--- src/rtl/instruction_fetch_pkg.sv ---
// rtl/instruction_fetch_pkg.sv - shared pc-control codes and fetch state encoding
package instruction_fetch_pkg;

   localparam logic [1:0] PC_SEQ    = 2'd0;
   localparam logic [1:0] PC_JUMP   = 2'd1;
   localparam logic [1:0] PC_BRANCH = 2'd2;
   localparam logic [1:0] PC_JR     = 2'd3;

   typedef enum logic [1:0] {
      ST_FETCH = 2'd0,
      ST_HOLD  = 2'd1,
      ST_FAULT = 2'd2
   } fetch_state_e;

endpackage

--- src/rtl/instruction_fetch_next_pc.sv ---
// rtl/instruction_fetch_next_pc.sv - combinational next-pc selection and JR alignment check
module next_pc_calc
   import instruction_fetch_pkg::*;
(
   input  logic [31:0] pc,
   input  logic [1:0]  pc_sel,
   input  logic        branch_taken,
   input  logic [25:0] jump_addr,
   input  logic [31:0] branch_imm,
   input  logic [31:0] jr_target,
   output logic [31:0] next_pc,
   output logic        misaligned
);

   logic [31:0] p4;

   assign p4 = pc + 32'd4;

   always_comb begin
      next_pc = p4;
      case (pc_sel)
         PC_SEQ:    next_pc = p4;
         PC_JUMP:   next_pc = {p4[31:28], jump_addr, 2'b00};
         PC_BRANCH: next_pc = branch_taken ? (p4 + {branch_imm[29:0], 2'b00}) : p4;
         PC_JR:     next_pc = jr_target;
         default:   next_pc = p4;
      endcase
   end

   assign misaligned = (pc_sel == PC_JR) && (jr_target[1:0] != 2'b00);

endmodule

--- src/rtl/instruction_fetch.sv ---
// rtl/instruction_fetch.sv - PC register, imem req/ack fetch FSM, instruction latch, retire counter
module instruction_fetch
   import instruction_fetch_pkg::*;
#(
   parameter logic [31:0] RESET_PC = 32'h0000_0000
)(
   input  logic        clk,
   input  logic        reset,
   output logic        imem_req,
   output logic [31:0] imem_addr,
   input  logic        imem_ack,
   input  logic [31:0] imem_rdata,
   output logic [31:0] instruction,
   output logic        instr_valid,
   output logic [31:0] pc_out,
   output logic [31:0] pc_plus4,
   input  logic [1:0]  pc_sel,
   input  logic        branch_taken,
   input  logic [25:0] jump_addr,
   input  logic [31:0] branch_imm,
   input  logic [31:0] jr_target,
   input  logic        exec_done,
   output logic        fetch_fault,
   output logic [31:0] instr_count
);

   fetch_state_e state_q, state_d;
   logic [31:0]  pc_q, pc_d;
   logic [31:0]  instr_q, instr_d;
   logic         valid_q, valid_d;
   logic         fault_q, fault_d;
   logic [31:0]  count_q, count_d;

   logic [31:0]  next_pc;
   logic         misaligned;

   next_pc_calc u_next_pc (
      .pc           (pc_q),
      .pc_sel       (pc_sel),
      .branch_taken (branch_taken),
      .jump_addr    (jump_addr),
      .branch_imm   (branch_imm),
      .jr_target    (jr_target),
      .next_pc      (next_pc),
      .misaligned   (misaligned)
   );

   always_comb begin
      state_d = state_q;
      pc_d    = pc_q;
      instr_d = instr_q;
      valid_d = valid_q;
      fault_d = fault_q;
      count_d = count_q;
      case (state_q)
         ST_FETCH: begin
            if (imem_ack) begin
               instr_d = imem_rdata;
               valid_d = 1'b1;
               state_d = ST_HOLD;
            end
         end
         ST_HOLD: begin
            if (exec_done) begin
               valid_d = 1'b0;
               // A misaligned JR parks the core with pc still on the JR itself.
               if (misaligned) begin
                  fault_d = 1'b1;
                  state_d = ST_FAULT;
               end else begin
                  pc_d    = next_pc;
                  count_d = count_q + 32'd1;
                  state_d = ST_FETCH;
               end
            end
         end
         ST_FAULT: begin
            valid_d = 1'b0;
            fault_d = 1'b1;
         end
         default: begin
            state_d = ST_FETCH;
         end
      endcase
   end

   always_ff @(posedge clk) begin
      if (reset) begin
         state_q <= ST_FETCH;
         pc_q    <= RESET_PC;
         instr_q <= 32'd0;
         valid_q <= 1'b0;
         fault_q <= 1'b0;
         count_q <= 32'd0;
      end else begin
         state_q <= state_d;
         pc_q    <= pc_d;
         instr_q <= instr_d;
         valid_q <= valid_d;
         fault_q <= fault_d;
         count_q <= count_d;
      end
   end

   assign imem_req    = (state_q == ST_FETCH);
   assign imem_addr   = pc_q;
   assign instruction = instr_q;
   assign instr_valid = valid_q;
   assign pc_out      = pc_q;
   assign pc_plus4    = pc_q + 32'd4;
   assign fetch_fault = fault_q;
   assign instr_count = count_q;

endmodule

--- config.mk ---
export PLATFORM = sky130hd
export DESIGN_NAME = instruction_fetch
export DESIGN_NICKNAME = d
export VERILOG_FILES = /design/src/rtl/instruction_fetch_pkg.sv /design/src/rtl/instruction_fetch_next_pc.sv /design/src/rtl/instruction_fetch.sv
export SDC_FILE = /design/constraint.sdc
export NUM_CORES = 1
export LEC_CHECK = 0
export CORE_UTILIZATION = 49
export CTS_BUF_LIST = sky130_fd_sc_hd__clkbuf_8
export CTS_CLUSTER_DIAMETER = 50
export DETAILED_ROUTE_END_ITERATION = 10
export PLACE_DENSITY = 0.92
export SETUP_SLACK_MARGIN = 0.2
export SLEW_MARGIN = 10
export SYNTH_ARGS = -nofsm -noshare
export SYNTH_HDL_FRONTEND = slang
export SYNTH_SLANG_ARGS = --single-unit
--- constraint.sdc ---
create_clock -name clk -period 5.9 [get_ports clk]
set_clock_uncertainty 0.1 [all_clocks]
set_input_delay 1.18 -clock clk [delete_from_list [all_inputs] [get_ports clk]]
set_output_delay 1.18 -clock clk [all_outputs]
set_load 0.005 [all_outputs]
=== Yosys cells after proc, flatten, opt, wreduce, memory -nomap -nowiden ===
Index checks and enable logic that the tools add are counted.

* Flip-flop bits (word level): 100
* Bits in latches: 0
* Bits in writable memories: 0
* Bits in read-only memories: 0
* Input port bits: 129
* Output and inout port bits: 163
* Word-level logic and storage cells: 42
* Memories: 0

* Add/subtract/negate cells: 3
* Multipliers: 0
* Divide/modulo/power cells: 0
* Magnitude comparators: 0
* Eq/ne operators: 8
* Shift operators: 0
* Multiplexer cells: 12
* Bitwise gates (word level): 2
* Reduce and logical (&&, ||, !) cells: 11

{| class="wikitable"
|+ Operators with widths
! cell !! count
|-
| $pmux 32 s4 || 1
|-
| $add 32x1->32 const B || 1
|-
| $add 32x3->32 const B || 1
|-
| $add 32x32->32 || 1
|-
| $mux 32 || 1
|-
| $reduce_and 3->1 || 4
|-
| $eq 2x2->1 const B || 3
|-
| $mux 2 || 3
|-
| $pmux 2 s3 || 1
|-
| $eq 2x1->1 const B || 2
|-
| $logic_not 2->1 || 2
|-
| $mux 1 || 4
|-
| $ne 2x2->1 const B || 2
|-
| $reduce_bool 2->1 || 2
|-
| $pmux 1 s3 || 1
|-
| $reduce_bool 3->1 || 1
|-
| $ne 2x1->1 const B || 1
|-
| $not 1->1 || 2
|-
| $pmux 1 s2 || 1
|-
| $reduce_and 2->1 || 1
|-
| $logic_and 1x1->1 || 1
|}

=== Logic depth before layout (Yosys ltp) ===
Gate-level depths: netlist (run 1).

* Depth after elaboration: 5
* Mapped depth: 17
* Mapped depth without buffers: 16

=== Hierarchy ===
From an unflattened synthesis (run 1), not the netlist that was laid out.

* Cells, all modules: 1073
* Area total of the unflattened synthesis: 7958.9 um^2

{| class="wikitable"
|+ By module, submodules not included
! module !! instances !! cells an instance !! area each (um^2) !! sequential area each (um^2)
|-
| instruction_fetch || 1 || 605 || 4767.1 || 2001.9
|-
| next_pc_calc || 1 || 468 || 3191.8 || 0.0
|}

=== Least setup slack after synthesis (run 1) ===
No wires, ideal clock.

* Path type: register to register
* Start: register pc_q[2] (netlist: imem_addr[2])
* End: register pc_q[31] (netlist: imem_addr[31])
* Setup time: 0.073 ns
* Arrival: 3.806 ns
* Slack: 1.921 ns
* Stages on the path, launching flop included: 17
* Buffers on the path: 1
* Period minus slack after synthesis: 3.979 ns
* Cell sequence: dfxtp_1 ha_1 nand2_1 nor3_2 and3_1 clkbuf_1 nand3_1 xnor2_1 ha_1 a21oi_1 nor2b_1 a2111oi_0 o311ai_1 a31oi_1 xnor2_1 or4b_1 o211ai_2

* Cells in the longest elaborated chain, start to end: 4

{| class="wikitable"
|+ Ends and longest elaborated chain
! element !! RTL line !! source
|-
| start: declaration || instruction_fetch.sv:28 || <nowiki>logic [31:0] pc_q, pc_d;</nowiki>
|-
| start signal: assignment || instruction_fetch.sv:97 || <nowiki>pc_q <= pc_d;</nowiki>
|-
| $add 32x3->32 || -- ||
|-
| net pc_plus4[28] || instruction_fetch.sv:16 || <nowiki>output logic [31:0] pc_plus4,</nowiki>
|-
| $add 32x32->32 || instruction_fetch_next_pc.sv:24 || <nowiki>PC_BRANCH: next_pc = branch_taken ? (p4 + {branch_imm[29:0], 2'b00}) : p4;</nowiki>
|-
| $mux 32 || instruction_fetch_next_pc.sv:24 ||
|-
| $pmux 32 s4 || instruction_fetch_next_pc.sv:21 || <nowiki>case (pc_sel)</nowiki>
|}

The timed path passes the listed nets, and every way through them passes these cells.
A chain may end at the register's enable or synchronous reset.

=== Final worst setup path (run 1) ===
* Start: register pc_q[2] (netlist: imem_addr[2])
* End: register pc_q[28] (netlist: imem_addr[28])

* Cells in the longest elaborated chain, start to end: 4

{| class="wikitable"
|+ Ends and longest elaborated chain
! element !! RTL line !! source
|-
| $add 32x3->32 * || instruction_fetch_next_pc.sv:17 || <nowiki>assign p4 = pc + 32'd4;</nowiki>
|-
| $add 32x32->32 || instruction_fetch_next_pc.sv:24 ||
|-
| $mux 32 || instruction_fetch_next_pc.sv:24 ||
|-
| $pmux 32 s4 * || instruction_fetch_next_pc.sv:21 ||
|}

Mark *: on every way between the ends. The rest lies on a longest branch, timed or not.

==> results by stage, run 1 <==
CTS:
- The number of gates resized after CTS was 0.
- TritonCTS built the clock tree.
- Counting the buffers created by CTS gives 9.
- The number of post-CTS setup repair buffers is 0.
- The number of buffers on the longest clock path is 2.
- After clock tree synthesis, the clock-pin slew on the worst setup and hold paths is 0.12 ns.
- In this run the clock root is driven by a sky130_fd_sc_hd__clkbuf_8.
- After clock tree synthesis, the flow added hold-fix buffers numbering 0.
- The clock reaches the later pin of the worst-skew pair after 0.39 ns.
- The H-tree was split into 3 levels.
- The tree built by TritonCTS fans out to 100 sinks.

Floorplan:
- The total area inside the core boundary comes to 0.0141 mm^2.
- From bottom edge to top edge, the die measures 123 um.
- The die is 123 um wide.
- The number of placed I/O pins is 292.
- The die covers 0.0152 mm^2.
- The initial utilization of the core area, before any placement, comes to 0.511.
- The number of standard-cell rows in the floorplan is 43.

STA:
- Setup repair after global routing left no endpoint under its margin.
- The actual transition at the worst max-transition pin is 1.13 ns.
- Of the available clock period, the critical path in the final layout requires 0.817.
- The fmax is 0.207 GHz.
- The number of pins with negative max-slew slack in the final report is 0.
- The routed design could run at a clock period as short as 4.82 ns.
- The worst-case headroom to the max-slew limit is 0.243.
- The number of hold violations in the final report is 0.
- Setup violations remaining at the end of the flow were counted as 0.
- Summed over all failing endpoints, the final setup total negative slack is 0 ns.

Detailed routing:
- For this run, design rule violations remaining after detail routing come to 0.
- In the final routed layout, each cell accounts on average for 18.4 um.
- Detailed routing inserted a total of 8031 vias.
- The final wirelength is 25000 um.
- Once detail routing completed, the nets flagged for antenna violations numbered 0.
- The number of search-and-repair iterations in the first detailed-routing pass is 6.
- The detailed router finished its first iteration with 794 violations.
- The via density per instance is 5.91.

Global route:
- The number of global-route vias before repair is 7464.
- The remaining global-route overflow is 0.
- The total routing resource utilization after global routing is 0.315.
- The first-pass GRT wire length is 37000 um.
- The largest net degree at the start of global routing is 80.
- The initial antenna violation count is 0.

Layout:
- The number of inserted filler cells in the final layout is 1096.
- The count of antenna diodes in the layout is 0.
- The total number of nets in the final design is 1343.
- In the final layout, the share of cells above drive strength 1 is 0.0398.
- The relative area change from synthesis to final layout is 40.8%.
- The core occupancy in the finished layout is 0.719.
- The finished layout cell area is 0.0101 mm^2.

Yosys:
- For this run, the number of Yosys warnings is 0.
- The share of the Yosys chip area taken by registers is 0.278.
- The number of synthesized flops with an enable pin is 0.
- The mean cell area of the mapped netlist is 7.59 um^2.
- The number of nets in the synthesized netlist is 1116.
- sky130_fd_sc_hd__dfxtp_1 takes more of the synthesized area than any other cell.
- Synthesis produced a netlist whose cell count is 948.
- The netlist uses 77 different library cells.
- Sorting the synthesized cells by area gives the leading types as sky130_fd_sc_hd__dfxtp_1 28%, sky130_fd_sc_hd__nand2_1 7.8%, sky130_fd_sc_hd__ha_1 6.6%, sky130_fd_sc_hd__a21oi_1 6.0%, sky130_fd_sc_hd__xor2_1 5.0%.
- The register bit total from synthesis is 100.
- The primary flip-flop cell chosen by synthesis mapping is sky130_fd_sc_hd__dfxtp_1.
- In this run the cell area of the synthesized design comes to 0.00720 mm^2.
- The share of synthesized area in the top cell type comes to 0.278.
- In the synthesized netlist the async set-or-reset flop fraction comes to 0.

Worst setup path:
- The critical path buffer and inverter count is 0.
- At the worst endpoint, the required time is 6.08 ns.
- The critical path goes through ha_1 -> nand2_1 -> nor3_2 -> and3_1 -> nand3_1 -> xnor2_1 -> ha_1 -> nand2_1 -> o21ai_0 -> or2_2 -> o22a_1 -> a221oi_2 -> a2bb2oi_1 -> a211oi_1 -> a211o_1.
- On the critical path the largest part of the delay comes from compound AO/OA/AOI/OAI gates.
- The largest fanout of any net on the critical path is 7.
- The nature of the critical path startpoint is a register.
- Data on the critical path arrives at its endpoint at 5.00 ns.
- The kind of end point of the critical path is a register.
- The slowest cell on the critical path is sky130_fd_sc_hd__dfxtp_1.
- On the worst path, the slowest cell contributes a delay of 0.49 ns.
- The critical setup path kind is register to register.

Placement:
- In this run the tool buffered the top-level ports with 289 buffer cells.
- The cell area reported after detailed placement is 0.00994 mm^2.
- The HPWL after detailed placement is 18700 um.
- At the end of routability-driven placement, the weighted congestion stood at 0.983.

Power:
- The leakage power of the design is 0.00395 uW.
- The total power divided by cell area is 169 mW/mm^2.
- VDD sags by at most 116 uV.

Flow run:
- The count of maximum capacitance violations is 0.

Outcome:
- The run finished with clean final reports.

Min path:
- The worst min-delay path class is register to register.
state kept, by name, indices dropped and copies added, names as in the netlist:
name and flops:
instr_count 32, instr_valid 1, fetch_fault 1, state_q 2, instruction 32, imem_addr 32
routing by layer:
layer,share of wire,GRT usage
met5,0,0
met4,0.029,0.137
met3,0.10,0.0397
met2,0.49,0.543
met1,0.38,0.392
final timing paths:
path / end / startpoint / cells past startpoint / slack, ns
max: imem_addr[28] / imem_addr[2] / 15 / 1.08
min: instruction[28] / instruction[28] / 2 / 0.36
max reg2reg: imem_addr[28] / imem_addr[2] / 15 / 1.08
min reg2reg: instruction[28] / instruction[28] / 2 / 0.36
stage by stage:
| step | hold slack [ns] | cells | power [uW] | worst slack (ns) |
|---|---|---|---|---|
| floorplan | 0.353 | 948 | 1010 | 1.92 |
| global placement | 0.341 | 1344 | 1250 | 1.35 |
| detailed placement | 0.345 | 1344 | 1260 | 1.23 |
| CTS | 0.361 | 1360 | 1700 | 1.20 |
| global route | 0.383 | 1360 | 1780 | 0.894 |
| finish | 0.360 | 1360 | 1710 | 1.08 |
worst register-to-register path, cell delays in order, from the launching register on:
cell and delay (ns):
sky130_fd_sc_hd__dfxtp_1 0.49, sky130_fd_sc_hd__ha_1 0.25, sky130_fd_sc_hd__nand2_1 0.10, sky130_fd_sc_hd__nor3_2 0.41, sky130_fd_sc_hd__and3_1 0.45, sky130_fd_sc_hd__nand3_1 0.14
sky130_fd_sc_hd__xnor2_1 0.40, sky130_fd_sc_hd__ha_1 0.39, sky130_fd_sc_hd__nand2_1 0.13, sky130_fd_sc_hd__o21ai_0 0.11, sky130_fd_sc_hd__or2_2 0.28, sky130_fd_sc_hd__o22a_1 0.27
sky130_fd_sc_hd__a221oi_2 0.36, sky130_fd_sc_hd__a2bb2oi_1 0.40, sky130_fd_sc_hd__a211oi_1 0.13, sky130_fd_sc_hd__a211o_1 0.28
cells by family after synthesis:
logic type | after synthesis | share of synthesized area
and+or+nand+nor | 380 | 0.247
AOI/OAI and AO/OA | 241 | 0.219
buffers and inverters | 100 | 0.0699
DFF | 100 | 0.278
xor gates and xnor gates | 73 | 0.0914
adders and majority gates | 39 | 0.0688
muxes | 15 | 0.0261
cell type report:
cell class / count / area, um^2 / share of cell area
Inverter: 21 / 78.8 / 0.00777
Timing Repair Buffer: 295 / 2930 / 0.289
Clock buffer: 9 / 124 / 0.0122
Multi-Input combinational cell: 748 / 4700 / 0.463
Sequential cell: 100 / 2000 / 0.197
Clock inverter: 7 / 78.8 / 0.00777
Tap cell: 180 / 225 / 0.0222
where the power goes:
part           switching [uW]  total, uW  internal, uW
Sequential               33.4        737           704
Combinational             249        520           271
Clock                     285        453           168
Total                     567       1710          1140
cells in the mapped netlist, types with 4 or more instances:
cell type / n
sky130_fd_sc_hd__o21ai_0: 34
sky130_fd_sc_hd__nand2_1: 150
sky130_fd_sc_hd__nand4_1: 11
sky130_fd_sc_hd__or3_1: 9
sky130_fd_sc_hd__inv_1: 20
sky130_fd_sc_hd__mux2i_1: 12
sky130_fd_sc_hd__nand3_1: 27
sky130_fd_sc_hd__a21o_1: 14
sky130_fd_sc_hd__a221oi_1: 15
sky130_fd_sc_hd__nor2_1: 91
sky130_fd_sc_hd__a211oi_1: 17
sky130_fd_sc_hd__a21oi_1: 87
sky130_fd_sc_hd__o22ai_1: 5
sky130_fd_sc_hd__clkbuf_1: 41
sky130_fd_sc_hd__nor2b_1: 11
sky130_fd_sc_hd__and4_1: 5
sky130_fd_sc_hd__nand2b_1: 9
sky130_fd_sc_hd__buf_1: 4
sky130_fd_sc_hd__a31oi_1: 8
sky130_fd_sc_hd__and2_1: 7
sky130_fd_sc_hd__o31ai_1: 7
sky130_fd_sc_hd__ha_1: 38
sky130_fd_sc_hd__dfxtp_1: 100
sky130_fd_sc_hd__and3_1: 21
sky130_fd_sc_hd__buf_4: 34
sky130_fd_sc_hd__xor2_1: 41
sky130_fd_sc_hd__nor3_1: 19
sky130_fd_sc_hd__o21a_1: 4
sky130_fd_sc_hd__xnor2_1: 31
cells in the final DEF (no fill, tap or decap), types with 3 or more instances in the layout:
master	count
sky130_fd_sc_hd__clkdlybuf4s50_1	288
sky130_fd_sc_hd__nand2_1	150
sky130_fd_sc_hd__dfxtp_1	100
sky130_fd_sc_hd__nor2_1	90
sky130_fd_sc_hd__a21oi_1	87
sky130_fd_sc_hd__xor2_1	41
sky130_fd_sc_hd__ha_1	38
sky130_fd_sc_hd__o21ai_0	34
sky130_fd_sc_hd__xnor2_1	31
sky130_fd_sc_hd__nand3_1	27
sky130_fd_sc_hd__and3_1	21
sky130_fd_sc_hd__inv_1	20
sky130_fd_sc_hd__nor3_1	19
sky130_fd_sc_hd__a211oi_1	17
sky130_fd_sc_hd__a221oi_1	15
sky130_fd_sc_hd__a21o_1	14
sky130_fd_sc_hd__mux2i_1	12
sky130_fd_sc_hd__nand4_1	11
sky130_fd_sc_hd__nor2b_1	11
sky130_fd_sc_hd__or3_1	9
sky130_fd_sc_hd__nand2b_1	9
sky130_fd_sc_hd__clkbuf_8	9
sky130_fd_sc_hd__a31oi_1	8
sky130_fd_sc_hd__and2_1	7
sky130_fd_sc_hd__o31ai_1	7
sky130_fd_sc_hd__buf_4	6
sky130_fd_sc_hd__and4_1	5
sky130_fd_sc_hd__o22ai_1	5
sky130_fd_sc_hd__o21a_1	4
sky130_fd_sc_hd__or2_2	3
sky130_fd_sc_hd__o21ai_1	3
sky130_fd_sc_hd__a22oi_1	3
sky130_fd_sc_hd__nor4_1	3
sky130_fd_sc_hd__o211ai_1	3
sky130_fd_sc_hd__a211o_1	3
sky130_fd_sc_hd__a221o_1	3
sky130_fd_sc_hd__mux4_2	3
No activity file was read; power rests on OpenSTA's default activity.
==> run 2: changes to the inputs <==
- CORE_UTILIZATION: 49 -> 41
- PLACE_DENSITY: 0.92 -> 0.83
- clock period: 5.9 -> 4 ns (I/O delays scaled with it)
==> results by stage, run 2 (synthesized netlist as in run 1, its figures left out) <==
Outcome:
- The run finished with clean final reports.

Global route:
- The first-pass GRT wire length is 39800 um (+7.3%).
- The total routing resource utilization after global routing was 0.281 (-0.0346).
- The global routing usage on met1 was 0.346 (-0.0462).
- The largest net degree at the start of global routing is 75 (-6.3%).
- The remaining global-route overflow is 0 (unchanged).
- The met3 track demand over resource in global routing is 0.0390 (-0.000629).
- The fraction of met2 tracks used by global routing is 0.478 (-0.0651).
- The number of global-route vias before repair is 7915 (+6.0%).
- The initial antenna violation count is 0 (unchanged).
- The routing layer with the top usage in global route is met2.

STA:
- The actual transition at the worst max-transition pin is 1.05 ns (-0.0845 ns).
- Setup repair after global routing could not meet its margin everywhere.
- The worst-case headroom to the max-slew limit is 0.298 (+0.0547).
- The number of pins with negative max-slew slack in the final report was 0 (unchanged).
- The final period demand of the worst path is 3.82 ns (-0.996 ns).
- The smallest setup slack after layout is 0.176 ns (-0.904 ns).
- The number of hold violations in the final report is 0 (unchanged).
- The total of endpoints with negative setup slack in the final report is 0 (unchanged).
- The fmax came to 0.261 GHz (+26%).
- The final period utilization is 0.956 (+0.139).

CTS:
- TritonCTS built the clock tree.
- The hold buffer count at CTS is 0 (unchanged).
- The count of H-tree levels built during CTS was 3 (unchanged).
- CTS placed an instance of sky130_fd_sc_hd__clkbuf_8 at the clock tree root.
- The number of sinks driven by the clock tree is 100 (unchanged).
- The total CTS buffers is 9 (unchanged).
- The clock transition at the registers of the reported paths came to 0.11 ns (about the same).
- The number of buffers on the longest clock path came to 2 (unchanged).
- The clock latency reported for the late side of the worst-skew pair came to 0.39 ns (about the same).

Worst setup path:
- In this design, the critical path's most frequently occurring cell is sky130_fd_sc_hd__ha_4.
- The cell depth of the worst setup path was 17 (+2).
- Traced cell by cell, the critical path runs through ha_4 -> nand2_4 -> nor3_4 -> and3_4 -> buf_6 -> buf_4 -> nand3_4 -> xnor2_4 -> ha_4 -> a21oi_2 -> nand2_2 -> a211oi_2 -> nand3b_1 -> o221ai_2 -> o22ai_2 -> or4_1 -> a311oi_2.
- The length in cells of the worst reg-to-reg path came to 17 (+2).
- The most critical setup path has its startpoint at imem_addr[3].
- The required time of the critical path was 4.20 ns (-1.88 ns).
- The critical path ends at imem_addr[29].
- The delay of the slowest cell on the worst path is 0.50 ns (about the same).
- The arrival time of data at the critical path endpoint is 4.02 ns (-0.98 ns).
- STA classifies the critical path startpoint as a register.
- The endpoint of the worst-slack reg-to-reg timing path is imem_addr[29].
- The critical path is of the register to register type.
- Among all stages on the critical path, the largest delay is contributed by sky130_fd_sc_hd__or4_1.
- The critical path buffer and inverter count is 2 (+2).
- The largest fanout of any net on the critical path is 5 (-2).
- The top cell family by delay on the critical path is simple AND/OR/NAND/NOR gates.
- The worst setup path is captured at a register.
- In this run the critical register-to-register path is launched from imem_addr[3].
- The slack of the worst reg-to-reg path is 0.18 ns (-0.90 ns).

Placement:
- The count of input and output buffers is 289 (unchanged).
- The HPWL after detailed placement came to 20100 um (+7.4%).
- The pre-CTS worst setup slack came to -0.124 ns (-1.35 ns).
- The global placement routability congestion is 0.995 (+1.2%).

Layout:
- The count of antenna diodes in the layout is 0 (unchanged).
- The fraction of final layout cells with drive strength greater than 1 was 0.187 (+0.147).
- The relative area change from synthesis to final layout is 61.9%.
- The total number of nets in the final design is 1464 (+9.0%).
- The most common library cell in the layout ignoring fill and taps is sky130_fd_sc_hd__clkdlybuf4s50_1.
- In the layout the commonest cells are 288 x sky130_fd_sc_hd__clkdlybuf4s50_1, 146 x sky130_fd_sc_hd__nand2_1, 126 x sky130_fd_sc_hd__buf_4.

Floorplan:
- The die span in x came to 135 um (+9.2%).
- The number of placed I/O pins is 292 (unchanged).
- The initial cell density of the core is 0.418 (-0.0931).
- The number of standard-cell rows in the floorplan is 48 (+12%).
- The floorplan die area is 0.0181 mm^2 (+19%).
- The area of the core came to 0.0172 mm^2 (+22%).
- The die extent in y came to 135 um (+9.2%).

Detailed routing:
- The number of search-and-repair iterations in the first detailed-routing pass is 6 (unchanged).
- The overall via count from detail_route was 8616 (+7.3%).
- The final wirelength is 27700 um (+11%).
- The number of nets still failing antenna checks after routing was 0 (unchanged).
- The via density per instance is 5.65 (-4.3%).
- The average routed wire per standard cell is 18.2 um (-1.1%).
- The number of DRC violations after detailed routing came to 0 (unchanged).
- The starting DRC count in detailed routing is 693 (-13%).

Power:
- The final total power is 2700 uW (+58%).
- The total power divided by cell area was 232 mW/mm^2 (+37%).
- The leakage power of the design is 0.00475 uW (+21%).
- The worst IR drop on VDD came to 163 uV (+41%).

Min path:
- The min-delay analysis places its worst path in the category register to register.

Flow run:
- The count of maximum capacitance violations came to 0 (unchanged).
[run 2: cell count changes in the layout (fill, tap and decap cells not counted), moves of 6 or more]
cell,change
sky130_fd_sc_hd__a21oi_1,-6
sky130_fd_sc_hd__a21oi_2,+6
sky130_fd_sc_hd__buf_4,+120
sky130_fd_sc_hd__dfxtp_1,-8
sky130_fd_sc_hd__ha_1,-10
sky130_fd_sc_hd__ha_4,+9
sky130_fd_sc_hd__xnor2_1,-11
sky130_fd_sc_hd__xnor2_2,+9
[run 2: what timing repair did]
action,in CTS,in global routing
setup buffers,6,14
endpoints found under the setup margin,9,14
pin swaps,10,33
gates resized for setup,19,73
[run 2: how the worst min path moves through the flow]
| stage | startpoint | endpoint | slack, ns | depth (start not counted) |
|---|---|---|---|---|
| 3_5_place_dp | instruction[17] | instruction[17] | 0.35 | 2 |
| 4_1_cts | instruction[17] | instruction[17] | 0.36 | 2 |
| 3_3_place_gp | instruction[31] | instruction[31] | 0.34 | 2 |
| 5_1_grt | instruction[23] | instruction[23] | 0.38 | 2 |
| 2_1_floorplan | instruction[0] | instruction[0] | 0.35 | 2 |
| 6_report | instruction[5] | instruction[5] | 0.36 | 2 |
[run 2: cell type report]
class                           count  area, um^2
Sequential cell                   100        2020
Tap cell                          225         282
Clock buffer                        9         124
Inverter                           21        78.8
Clock inverter                      6        83.8
Multi-Input combinational cell    748        5220
Timing Repair Buffer              416        3840
Fill cell                        1334        5580
[run 2: per-layer routing]
layer	wire, um	vias up
met5	0	-
met4	1230	0
met3	2400	96
met2	13200	525
met1	10900	3949
li1	-	4046
[run 2: per-stage QoR]
stage	util	cells	hold WS, ns	area [um^2]	setup TNS (ns)
after floorplan	-	948	0.353	7240	0
after global routing	0.676	1525	0.381	11700	0
after detailed placement	0.626	1490	0.345	10800	-0.297
after global placement	0.626	1490	0.341	10800	-0.123
after CTS	0.647	1511	0.361	11200	0
final	0.676	1525	0.358	11700	0
[run 2: worst register-to-register path: stages (launching register included)]
cell                       delay [ns]
sky130_fd_sc_hd__dfxtp_4         0.40
sky130_fd_sc_hd__ha_4            0.16
sky130_fd_sc_hd__nand2_4         0.07
sky130_fd_sc_hd__nor3_4          0.21
sky130_fd_sc_hd__and3_4          0.21
sky130_fd_sc_hd__buf_6           0.13
sky130_fd_sc_hd__buf_4           0.13
sky130_fd_sc_hd__nand3_4         0.10
sky130_fd_sc_hd__xnor2_4         0.17
sky130_fd_sc_hd__ha_4            0.19
sky130_fd_sc_hd__a21oi_2         0.17
sky130_fd_sc_hd__nand2_2         0.09
sky130_fd_sc_hd__a211oi_2        0.34
sky130_fd_sc_hd__nand3b_1        0.14
sky130_fd_sc_hd__o221ai_2        0.23
sky130_fd_sc_hd__o22ai_2         0.12
sky130_fd_sc_hd__or4_1           0.50
sky130_fd_sc_hd__a311oi_2        0.30
[run 2: where the power goes]
group	switching [uW]	leakage, uW	internal, uW	total (uW)
clock network	393	0.000105	300	693
logic	439	0.00383	499	938
registers	33.2	0.000818	1040	1070
total	865	0.00475	1840	2700
